===== src/rtl/ps2_game_pkg.sv =====
// Shared scan-code constants and decoder state type for the PS/2 game-control block.
package ps2_game_pkg;

  localparam logic [7:0] SC_EXT   = 8'hE0;
  localparam logic [7:0] SC_BRK   = 8'hF0;
  localparam logic [7:0] SC_LEFT  = 8'h6B;
  localparam logic [7:0] SC_RIGHT = 8'h74;
  localparam logic [7:0] SC_A     = 8'h1C;
  localparam logic [7:0] SC_D     = 8'h23;
  localparam logic [7:0] SC_SPACE = 8'h29;
  localparam logic [7:0] SC_ESC   = 8'h76;

  localparam logic [7:0] SC_IGN_ACK    = 8'hFA;
  localparam logic [7:0] SC_IGN_BAT    = 8'hAA;
  localparam logic [7:0] SC_IGN_ECHO   = 8'hEE;
  localparam logic [7:0] SC_IGN_RESEND = 8'hFE;
  localparam logic [7:0] SC_IGN_PAUSE  = 8'hE1;

  typedef enum logic [1:0] {
    ST_IDLE,
    ST_EXT,
    ST_BRK,
    ST_EXT_BRK
  } dec_state_e;

  // Keyboard housekeeping bytes that never start or finish a key sequence.
  function automatic logic is_ignored(input logic [7:0] code);
    return (code == SC_IGN_ACK)    || (code == SC_IGN_BAT)    ||
           (code == SC_IGN_ECHO)   || (code == SC_IGN_RESEND) ||
           (code == SC_IGN_PAUSE);
  endfunction

endpackage


===== src/rtl/ps2_game_input_hold_stretch.sv =====
// Turns make/break pulses into a key level guaranteed to stay high for MIN_HOLD cycles.
module hold_stretch #(
  parameter int MIN_HOLD = 8
) (
  input  logic clock,
  input  logic reset,
  input  logic make_i,
  input  logic brk_i,
  output logic level_o
);

  localparam int HW = $clog2(MIN_HOLD);

  logic          key_down_q, key_down_d;
  logic [HW-1:0] hold_q, hold_d;
  logic          level_q;

  always_comb begin
    key_down_d = key_down_q;
    hold_d     = (hold_q != '0) ? hold_q - HW'(1) : '0;
    if (make_i) begin
      key_down_d = 1'b1;
      hold_d     = HW'(MIN_HOLD - 1);
    end else if (brk_i) begin
      key_down_d = 1'b0;
    end
  end

  // The make cycle itself is covered by key_down_d; the old hold value covers the
  // following MIN_HOLD-1 cycles, so a make followed at once by a break still spans MIN_HOLD.
  always_ff @(posedge clock or negedge reset) begin
    if (!reset) begin
      key_down_q <= 1'b0;
      hold_q     <= '0;
      level_q    <= 1'b0;
    end else begin
      key_down_q <= key_down_d;
      hold_q     <= hold_d;
      level_q    <= key_down_d | (hold_q != '0);
    end
  end

  assign level_o = level_q;

endmodule


===== src/rtl/ps2_game_input.sv =====
// Decodes the PS/2 scan-code byte stream into move_left/move_right/game_status levels.
module ps2_game_input
  import ps2_game_pkg::*;
#(
  parameter int MIN_HOLD       = 8,
  parameter int PREFIX_TIMEOUT = 1_000_000
) (
  input  logic       clock,
  input  logic       reset,
  input  logic       ps2_key_pressed,
  input  logic [7:0] ps2_out,
  output logic       move_left,
  output logic       move_right,
  output logic       game_status,
  output logic [7:0] last_code
);

  localparam int TW = (PREFIX_TIMEOUT > 2) ? $clog2(PREFIX_TIMEOUT) : 1;

  dec_state_e state_q, state_d;
  logic [TW-1:0] tmo_q, tmo_d;
  logic       pressed_q;
  logic       status_q, status_d;
  logic [7:0] last_q, last_d;
  logic       byte_evt;
  logic       key_done, key_ext, key_brk;
  logic       make_l, brk_l, make_r, brk_r;
  logic       is_l, is_r;

  assign byte_evt = ps2_key_pressed & ~pressed_q;

  always_comb begin
    state_d  = state_q;
    tmo_d    = '0;
    key_done = 1'b0;
    key_ext  = 1'b0;
    key_brk  = 1'b0;
    if (byte_evt) begin
      unique case (state_q)
        ST_IDLE: begin
          if (ps2_out == SC_EXT)      state_d = ST_EXT;
          else if (ps2_out == SC_BRK) state_d = ST_BRK;
          else if (!is_ignored(ps2_out)) key_done = 1'b1;
        end
        ST_EXT: begin
          if (ps2_out == SC_BRK) begin
            state_d = ST_EXT_BRK;
          end else begin
            state_d  = ST_IDLE;
            key_done = 1'b1;
            key_ext  = 1'b1;
          end
        end
        ST_BRK: begin
          state_d  = ST_IDLE;
          key_done = 1'b1;
          key_brk  = 1'b1;
        end
        ST_EXT_BRK: begin
          state_d  = ST_IDLE;
          key_done = 1'b1;
          key_ext  = 1'b1;
          key_brk  = 1'b1;
        end
        default: state_d = ST_IDLE;
      endcase
    end else if (state_q != ST_IDLE) begin
      // A lost byte after a prefix must not leave the decoder stuck half-way.
      if (tmo_q == TW'(PREFIX_TIMEOUT - 1)) state_d = ST_IDLE;
      else                                  tmo_d   = tmo_q + TW'(1);
    end
  end

  always_comb begin
    is_l     = key_ext ? (ps2_out == SC_LEFT)  : (ps2_out == SC_A);
    is_r     = key_ext ? (ps2_out == SC_RIGHT) : (ps2_out == SC_D);
    make_l   = key_done & ~key_brk & is_l;
    brk_l    = key_done &  key_brk & is_l;
    make_r   = key_done & ~key_brk & is_r;
    brk_r    = key_done &  key_brk & is_r;
    status_d = status_q;
    last_d   = last_q;
    if (key_done && !key_ext && !key_brk && ps2_out == SC_SPACE) status_d = 1'b1;
    if (key_done && !key_ext && !key_brk && ps2_out == SC_ESC)   status_d = 1'b0;
    if (key_done && (is_l || is_r ||
        (!key_ext && (ps2_out == SC_SPACE || ps2_out == SC_ESC))))
      last_d = ps2_out;
  end

  always_ff @(posedge clock or negedge reset) begin
    if (!reset) begin
      state_q   <= ST_IDLE;
      tmo_q     <= '0;
      pressed_q <= 1'b0;
      status_q  <= 1'b0;
      last_q    <= 8'h00;
    end else begin
      state_q   <= state_d;
      tmo_q     <= tmo_d;
      pressed_q <= ps2_key_pressed;
      status_q  <= status_d;
      last_q    <= last_d;
    end
  end

  hold_stretch #(.MIN_HOLD(MIN_HOLD)) u_hold_left (
    .clock   (clock),
    .reset   (reset),
    .make_i  (make_l),
    .brk_i   (brk_l),
    .level_o (move_left)
  );

  hold_stretch #(.MIN_HOLD(MIN_HOLD)) u_hold_right (
    .clock   (clock),
    .reset   (reset),
    .make_i  (make_r),
    .brk_i   (brk_r),
    .level_o (move_right)
  );

  assign game_status = status_q;
  assign last_code   = last_q;

endmodule


===== config.mk =====
export PLATFORM = sky130hd
export DESIGN_NAME = ps2_game_input
export DESIGN_NICKNAME = d
export VERILOG_FILES = /design/src/rtl/ps2_game_pkg.sv /design/src/rtl/ps2_game_input_hold_stretch.sv /design/src/rtl/ps2_game_input.sv
export SDC_FILE = /design/constraint.sdc
export NUM_CORES = 1
export LEC_CHECK = 0
export CELL_PAD_IN_SITES_DETAIL_PLACEMENT = 0
export CELL_PAD_IN_SITES_GLOBAL_PLACEMENT = 1
export CORE_MARGIN = 2
export CORE_UTILIZATION = 40
export CTS_CLUSTER_DIAMETER = 60
export CTS_CLUSTER_SIZE = 28
export DETAILED_ROUTE_END_ITERATION = 10
export HOLD_SLACK_MARGIN = 0.15
export PLACE_DENSITY_LB_ADDON = 0.1
export SLEW_MARGIN = 10
export SYNTH_ARGS = -nofsm -noshare
export SYNTH_HDL_FRONTEND = slang
export SYNTH_HIERARCHICAL = 1
export SYNTH_SLANG_ARGS = --single-unit

===== constraint.sdc =====
create_clock -name clock -period 2 [get_ports clock]
set_clock_uncertainty 0.15 [all_clocks]
set_input_delay 0.2 -clock clock [delete_from_list [all_inputs] [get_ports clock]]
set_output_delay 0.2 -clock clock [all_outputs]
set_load 0.05 [all_outputs]

==> results of run 1 <==
power by group:
part | internal [mW] | switching [mW] | total, mW
registers | 0.896 | 0.0307 | 0.927
logic | 0.164 | 0.225 | 0.389
clock network | 0.246 | 0.285 | 0.531
cell families after synthesis:
group                    after synthesis
AO/OA/AOI/OAI                         23
XOR/XNOR                              18
adder cells (fa/ha/maj)                5
buffers and inverters                 18
flip-flops                            42
multiplexers                           8
AND/OR/NAND/NOR                       93
cell type report:
class / instances / area (sq um)
fill: 455 / 2115
sequential: 42 / 1052
inverter: 15 / 56.30
multi-input combinational: 147 / 1137
tap: 70 / 87.58
clock buffer: 6 / 72.57
clock inverter: 2 / 13.76
timing repair buffer: 66 / 573.1
synth_stat cells, drive strengths merged, types with 3 or more instances:
| master | n |
|---|---|
| xor2 | 8 |
| a21oi | 3 |
| nand3 | 10 |
| ha | 5 |
| inv | 15 |
| dfrtp | 42 |
| nand2 | 10 |
| mux2 | 7 |
| nand4 | 6 |
| nor2 | 31 |
| nor2b | 3 |
| nor4 | 4 |
| and4 | 4 |
| a21o | 3 |
| nor3 | 4 |
| xnor2 | 10 |
| or2 | 3 |
| o21ai | 7 |
worst min-delay path by stage:
| stage | slack (ps) | depth (start not counted) | endpoint |
|---|---|---|---|
| finish | 140 | 2 | last_code[1] |
| global route | 150 | 2 | last_code[1] |
| CTS | 190 | 2 | last_code[0] |
| detailed placement | 160 | 2 | last_code[3] |
| global placement | 140 | 2 | last_code[1] |
| floorplan | -250 | 0 | game_status |
what timing repair did:
action | CTS | global route
pin swaps | 8 | 8
gates resized for setup | 17 | 26
endpoints found under the hold margin | 42 | 0
cloned | 0 | 0
hold buffers | 1 | 0
endpoints found under the setup margin | 31 | 41
buffers inserted | 7 | 3
worst max-delay path, stage by stage (launching register included):
cell and delay [ps]:
dfrtp_1 390, nand3b_1 240, buf_4 180, and4bb_1 200, o21ai_2 200, a31oi_4 120, buf_12 160, mux2_4 290
sequential cells by signal (all words and copies together), names as in the netlist:
| name | cells |
|---|---|
| tmo_q | 20 |
| u_hold_right/key_down_q | 1 |
| game_status | 1 |
| last_code | 8 |
| u_hold_left/hold_q | 3 |
| u_hold_left/key_down_q | 1 |
| state_q | 2 |
| u_hold_right/level_o | 1 |
| u_hold_left/level_o | 1 |
| pressed_q | 1 |
| u_hold_right/hold_q | 3 |
metal layers:
metal	share of wire	GRT usage	vias up	wire, um
li1	-	-	855	-
met1	0.43	0.2055	831	1996
met2	0.54	0.2991	15	2512
met3	0.023	0.03882	5	109
met4	0.0086	0.05818	0	40
met5	0	0	-	0
==> out/results.ini, run 1 <==
[status]
status=complete, but fails checks
violations=negative setup slack

[routing]
drtIter0Drc=53
post_drt_wl_per_cell_um=13.39
final_antenna_net_count=0
vias_per_cell=4.902
vias=1706
drcViolationCount=0
wirelength_um=4659
drtPass1Iterations=4

[layout]
final_util=0.5860
syn_to_final_growth_pct=41.62
drive_above_1_share=0.3309
diodes=0
fin_nets=293
post_layout_nonfiller_instances=348
stdcell_area_sq_um=2993
mostFrequentLayoutCells=41 x dfrtp_1, 41 x buf_4, 25 x nor2_1, 16 x clkdlybuf4s50_1, 12 x inv_1

[clock_tree]
clock_tree.buffer_depth=2
cts_buffers=5
path_clk_slew_ps=80
cts_root_buf=clkbuf_8
htreeDepth=2
clk_latency_ps=290
cts_tree=done
cts_sinks=42

[synthesis]
synth_area_sq_um=2113
ys_async_sr_fraction=1.000
syn_nets=223
synth-adder-area-share=0.02960
syn_area_per_cell_sq_um=10.21
synth_compound_area_frac=0.08171
ys_seq_area_frac=0.4973
synthMuxAreaShare=0.04204
synthDistinctLibCells=45
synth_ff_type=dfrtp_1
synth_top_family_by_area=simple AND/OR/NAND/NOR gates
synth_seq_cells=42
netlist_top_cells_area=dfrtp_1 50%, nor2_1 5.2%, xnor2_1 4.1%
synth-edff-count=0
synth-xor-area-share=0.07460
yosys_warnings=6
synth_top_area_cell=dfrtp_1
synthCells=207
yosysTopAreaCellShare=0.4973
synth-simple-area-share=0.2416

[floorplan]
core_area_sq_um=5107
rows=26
num_io_pins=22
initial_core_util=0.4138
dieArea_sq_um=5881
die-height_um=76.69
die_width_um=76.69

[place]
place.gp.congestion=0.8126
place_ws_ps=-495.1
place_inst=329
place_area_sq_um=2666
hpwl_um=3292
io_buffers=21

[sta]
finalHoldViolCount=0
rsz0062_at_grt=yes
relSlewSlack=0.6391
timing.setup.tns_ps=-388.7
fin_ws_ps=-61.93
setup_violations=7
fmax_mhz=485.0
slew_viol_final=0
worst_slew_pin_slew_ps=541.3
holdWs_ps=137.1
period_minus_slack_ps=2062
timing.final.crit_share=1.031

[critical_path]
r2r.worst_path.cells=7
timing.rr.start=pressed_q
r2r_end=last_code[5]
startpoint_type=flip-flop
startpoint=pressed_q
cp-endpoint=last_code[5]
r2r_slack_ps=-60
worstSetupPathType=reg2reg
worstPathRequired_ps=2020
end_kind=flip-flop
cp_data_arrival_time_ps=2090
critPathMaxFanout=8

[power]
leakage_nw=1.359
power_mw=1.847
peakVddDrop_mv=0.3272
power_density_nw_per_um2=617.2

[global_route]
grt_pass1_vias=1827
grt_overflow=0
antenna_found_initial=0
grt_pass1_wl_um=8135
track_usage=0.1705
grt_max_degree=43

[run]
drv_cap=0

[worst_hold_path]
worstHoldStart=ps2_out[1]
worstHoldPathType=in2reg

Power figures use the tool's default switching activity.
==> inputs of run 2 (changes only) <==
--- a/config.mk
+++ b/config.mk
@@ -13,6 +13,7 @@
 export CTS_CLUSTER_SIZE = 28
 export DETAILED_ROUTE_END_ITERATION = 10
 export HOLD_SLACK_MARGIN = 0.15
+export MAX_ROUTING_LAYER = met4
 export PLACE_DENSITY_LB_ADDON = 0.1
 export SLEW_MARGIN = 10
 export SYNTH_ARGS = -nofsm -noshare
==> out/results.ini, run 2 (synthesized netlist as in run 1, its figures left out) <==
[status]
status=complete, but fails checks
violations=negative setup slack

[layout]
seq_area_sq_um=1052  ; unchanged
fin_nets=294  ; +0.34%
top_register=tmo_q
multiInputGateArea_sq_um=1137  ; unchanged
fillCellCount=455  ; unchanged
largest_reg_flops=20  ; unchanged
post_layout_nonfiller_instances=349  ; +0.29%
diodes=0  ; unchanged
syn_to_final_growth_pct=42.10
drive_above_1_share=0.3297  ; -0.001186
mostFrequentLayoutCells=41 x dfrtp_1, 41 x buf_4, 25 x nor2_1, 16 x clkdlybuf4s50_1, 12 x inv_1

[routing]
vias=1702  ; -0.23%
drtIter0Drc=61  ; +15%
met2_length_um=2527  ; +0.60%
drcViolationCount=0  ; unchanged
wl_met1_um=1986  ; -0.50%
final_antenna_net_count=0  ; unchanged
met3_wirelength_um=122  ; +12%
top_layer=met4
post_drt_wl_per_cell_um=13.34  ; -0.37%
vias_per_cell=4.877  ; -0.52%
drtPass1Iterations=4  ; unchanged
wirelength_um=4655  ; about the same

[power]
peakVddDrop_mv=0.3278  ; +0.20%
power_density_nw_per_um2=615.7  ; -0.23%
leakage_nw=1.363  ; +0.31%

[sta]
rsz0062_at_grt=yes
holdWs_ps=202.1  ; +64.93 ps
worst_slew_pin_slew_ps=538.6  ; -2.698 ps
relSlewSlack=0.6409  ; +0.001799
fin_ws_ps=-51.04  ; +10.89 ps
period_minus_slack_ps=2051  ; -10.89 ps
fmax_mhz=487.6  ; +0.53%
slew_viol_final=0  ; unchanged
timing.setup.tns_ps=-315.6  ; +73.07 ps
finalHoldViolCount=0  ; unchanged
timing.final.crit_share=1.026  ; -0.005444
setup_violations=7  ; unchanged

[clock_tree]
clk_latency_ps=290  ; about the same
cts_root_buf=clkbuf_8
path_clk_slew_ps=80  ; about the same
cts_buffers=5  ; unchanged
clock_tree.buffer_depth=2  ; unchanged
cts_tree=done
cts_sinks=42  ; unchanged
htreeDepth=2  ; unchanged

[critical_path]
worstSetupPathType=reg2reg
critPathMaxFanout=8  ; unchanged
slowest_delay_ps=390  ; about the same
r2r_slack_ps=-50  ; about the same
crit_chain=nand3b_1 -> buf_4 -> and4bb_1 -> o21ai_2 -> a31oi_4 -> buf_12 -> mux2_4
r2r.worst_path.cells=7  ; unchanged
cp_slowest_cell=dfrtp_1
end_kind=flip-flop
startpoint_type=flip-flop
cp_data_arrival_time_ps=2070  ; -20 ps
worstPathRequired_ps=2020  ; about the same
r2r_end=last_code[5]
timing.rr.start=pressed_q

[floorplan]
initial_core_util=0.4138  ; unchanged
core_area_sq_um=5107  ; unchanged
die_width_um=76.69  ; unchanged
rows=26  ; unchanged
num_io_pins=22  ; unchanged
die-height_um=76.69  ; unchanged
dieArea_sq_um=5881  ; unchanged

[worst_hold_path]
whs_path_depth=2  ; unchanged
worstHoldPathType=in2reg
worstHoldStart=ps2_out[0]
whs_endpoint=last_code[0]

[global_route]
antenna_found_initial=0  ; unchanged
track_usage=0.1754  ; +0.004873
grt_pass1_vias=1827  ; unchanged
grt_max_degree=43  ; unchanged
grt_pass1_wl_um=8135  ; unchanged
grt_overflow=0  ; unchanged

[place]
place.gp.congestion=0.8245  ; +1.5%
io_buffers=21  ; unchanged
place_inst=329  ; unchanged
hpwl_um=3292  ; unchanged

[run]
drv_cap=0  ; unchanged

[run 2: cell types whose count changed in the layout (fill, tap and decap cells not counted)]
cell and delta:
dlygate4sd3_1 +1
[run 2: worst max-delay path: cells and delay by family, from the launching register on]
kind                   cells  cell delay, ps
muxes                      1             290
DFF                        1             390
AOI/OAI and AO/OA          2             320
buffers and inverters      2             340
and+or+nand+nor            2             440
[run 2: repair_timing]
action / 4_1_cts / 5_1_grt
hold buffers: 1 / 1
hold endpoints to repair: 42 / 1
buffers inserted: 7 / 3
endpoints found under the setup margin: 31 / 41
gates resized for setup: 17 / 26
pin swaps: 8 / 7
[run 2: where the power goes]
part / internal, mW / switching (mW)
clock: 0.246 / 0.285
combinational: 0.165 / 0.226
sequential: 0.896 / 0.0305
total: 1.31 / 0.541
[run 2: cell type report]
class,instances,area share
tap,70,0.02917
inverter,15,0.01875
multi-input combinational,147,0.3787
clock inverter,2,0.004583
sequential,42,0.3504
timing repair buffer,67,0.1942
clock buffer,6,0.02417
[run 2: worst max-delay path by stage]
stage / start / endpoint / slack (ps)
floorplan: state_q[1] / u_hold_left/hold_q[2] / 50
global placement: ps2_out[0] / last_code[5] / -440
detailed placement: ps2_out[0] / last_code[5] / -500
CTS: tmo_q[7] / tmo_q[2] / -40
global route: pressed_q / last_code[5] / -130
finish: pressed_q / last_code[5] / -50
[run 2: routing by layer]
metal,vias up,global-route usage
met5,-,-
met4,0,0.05818
met3,5,0.03882
met2,18,0.3000
met1,821,0.2047
li1,858,-
[run 2: stage by stage]
| step | power (mW) | instance area [sq um] | util | worst slack (ps) |
|---|---|---|---|---|
| final | 1.849 | 3003 | 0.5879 | -51.04 |
| after global routing | 1.950 | 3003 | 0.5879 | -132.2 |
| after CTS | 1.867 | 2880 | 0.5639 | -37.93 |
| after detailed placement | 1.310 | 2666 | 0.5220 | -495.1 |
| after global placement | 1.300 | 2666 | 0.5220 | -441.4 |
| after floorplan | 1.146 | 2120 | - | 49.00 |
==> inputs of run 3 (changes only) <==
--- a/config.mk
+++ b/config.mk
@@ -8,7 +8,7 @@
 export CELL_PAD_IN_SITES_DETAIL_PLACEMENT = 0
 export CELL_PAD_IN_SITES_GLOBAL_PLACEMENT = 1
 export CORE_MARGIN = 2
-export CORE_UTILIZATION = 40
+export CORE_UTILIZATION = 47
 export CTS_CLUSTER_DIAMETER = 60
 export CTS_CLUSTER_SIZE = 28
 export DETAILED_ROUTE_END_ITERATION = 10
==> constraint.sdc (replaced) <==
create_clock -name clock -period 2.6 [get_ports clock]
set_clock_uncertainty 0.15 [all_clocks]
set_input_delay 0.26 -clock clock [delete_from_list [all_inputs] [get_ports clock]]
set_output_delay 0.26 -clock clock [all_outputs]
set_load 0.05 [all_outputs]
==> out/results.ini, run 3 (synthesized netlist as in run 1, its figures left out) <==
[status]
status=complete, no violations

[sta]
fmax_mhz=438.8
timing.setup.tns_ps=0  ; +315.6 ps
slew_viol_final=0  ; unchanged
relSlewSlack=0.3879  ; -0.2530
worst_slew_pin_slew_ps=918.2  ; +379.6 ps
rsz0062_at_grt=no
setup_violations=0  ; -7
timing.final.crit_share=0.8766
period_minus_slack_ps=2279
finalHoldViolCount=0  ; unchanged
holdWs_ps=327.4  ; +125.3 ps

[floorplan]
die-height_um=71.06  ; -7.3%
initial_core_util=0.4853  ; +0.07158
die_width_um=71.06  ; -7.3%
core_area_sq_um=4354  ; -15%
num_io_pins=22  ; unchanged
rows=24  ; -7.7%
dieArea_sq_um=5049  ; -14%

[critical_path]
worstSetupPathType=in2reg
startpoint_type=input pin
worstPathRequired_ps=2630  ; +610 ps
crit_chain=clkdlybuf4s50_1 -> buf_4 -> nand4bb_1 -> nor4_1 -> o21ai_2 -> a31oi_4 -> mux2_2
r2r_slack_ps=410  ; +460 ps
critPathMaxFanout=8  ; unchanged
cp_data_arrival_time_ps=2310  ; +240 ps
slowest_delay_ps=450  ; +60 ps
cp_slowest_cell=clkdlybuf4s50_1
end_kind=flip-flop

[layout]
mostFrequentLayoutCells=42 x dfrtp_1, 29 x nor2_1, 20 x clkdlybuf4s50_1, 13 x inv_1
syn_to_final_growth_pct=21.49
largest_reg_flops=20  ; unchanged
stdcell_area_sq_um=2567  ; -15%
final_common_cell=dfrtp_1
fin_nets=259  ; -12%
top_register=tmo_q
drive_above_1_share=0.1481  ; -0.1816
diodes=0  ; unchanged

[power]
power.internal_mw=1.101  ; -16%
power_frac_clock=0.350  ; +0.063
combPwrFrac=0.179  ; -0.032
switching_share=0.2691  ; -0.02368
peakVddDrop_mv=0.3744  ; +14%
seqPwrFrac=0.471  ; -0.030
power.switching_mw=0.4053  ; -25%
leakage_nw=1.158  ; -15%
power_density_nw_per_um2=586.5  ; -4.7%

[place]
hpwl_um=3065  ; -6.9%
place_area_sq_um=2445  ; -8.3%
place.gp.congestion=0.8153  ; -1.1%
io_buffers=21  ; unchanged

[routing]
drtIter0Drc=105  ; +72%
final_antenna_net_count=0  ; unchanged
post_drt_wl_per_cell_um=14.51  ; +8.8%
drtPass1Iterations=4  ; unchanged
wirelength_um=4280  ; -8.1%
vias_per_cell=5.390  ; +11%
vias=1590  ; -6.6%
drcViolationCount=0  ; unchanged

[clock_tree]
cts_root_buf=clkbuf_8
cts_tree=done
cts_sinks=42  ; unchanged
clock_tree.buffer_depth=2  ; unchanged
cts_buffers=5  ; unchanged
path_clk_slew_ps=80  ; about the same
postCtsSetupBuffers=0  ; -7
clk_latency_ps=290  ; about the same
htreeDepth=2  ; unchanged

[global_route]
grt_pass1_vias=1743  ; -4.6%
track_usage=0.2021  ; +0.02674
grt_overflow=0  ; unchanged
grt_pass1_wl_um=7790  ; -4.2%
antenna_found_initial=0  ; unchanged
grt_max_degree=43  ; unchanged

[worst_hold_path]
worstHoldPathType=in2reg

[run]
drv_cap=0  ; unchanged

[run 3: changes by cell type in the layout (fill, tap and decap cells not counted), sizes merged]
| cell | before | now |
|---|---|---|
| dlymetal6s2s | 1 | 0 |
| clkinv | 2 | 0 |
| buf | 45 | 11 |
| clkdlybuf4s50 | 16 | 20 |
| bufinv | 0 | 1 |
| dlygate4sd3 | 2 | 1 |
| dlygate4sd2 | 3 | 0 |
[run 3: per-stage QoR]
stage / std cells / power [mW] / util / worst slack (ps)
floorplan: 207 / 0.8813 / - / 596.9
global route: 295 / 1.586 / 0.5897 / 208.6
CTS: 295 / 1.530 / 0.5897 / 331.7
detailed placement: 287 / 0.9941 / 0.5615 / 23.08
global placement: 287 / 0.9840 / 0.5615 / 102.7
finish: 295 / 1.506 / 0.5897 / 320.9
[run 3: worst paths after layout]
check	end	depth (start not counted)	start
worst max-delay path	last_code[5]	7	ps2_out[0]
max in group asynchronous	last_code[5]	2	reset
min in group asynchronous	last_code[3]	2	reset
worst max register to register	tmo_q[18]	6	tmo_q[7]
worst min register to register	u_hold_right/key_down_q	1	u_hold_right/key_down_q
worst min-delay path	pressed_q	1	ps2_key_pressed
[run 3: per-layer routing]
layer | routed length (um) | track usage | vias to the layer above
met5 | 0 | - | -
met4 | 48 | 0.07338 | 0
met3 | 140 | 0.05556 | 8
met2 | 2227 | 0.3416 | 25
met1 | 1863 | 0.2297 | 771
li1 | - | - | 786
[run 3: repair_timing]
action | 4_1_cts | 5_1_grt
resized for setup | 0 | 0
hold buffers | 1 | 0
hold endpoints to repair | 42 | 0
setup endpoints to repair | 0 | 0
[run 3: worst max-delay path: cells and delay by family]
kind	cells	cell delay (ps)
AND/OR/NAND/NOR	2	580
buffers and inverters	2	610
multiplexers	1	390
AO/OA/AOI/OAI	2	470
[run 3: layout make-up]
class	count	area, sq um
fill	369	1787
sequential	42	1051
multi-input combinational	147	992.2
timing repair buffer	32	290.3
clock buffer	6	82.58
tap	52	65.06
inverter	15	56.30
clock inverter	1	30.03
[run 3: power groups by stage]
stage,logic [mW],clock network [mW],registers [mW]
floorplan,0.0743,0,0.807
global placement,0.263,0,0.721
detailed placement,0.271,0,0.724
CTS,0.273,0.547,0.710
global route,0.291,0.579,0.716
finish,0.270,0.527,0.709
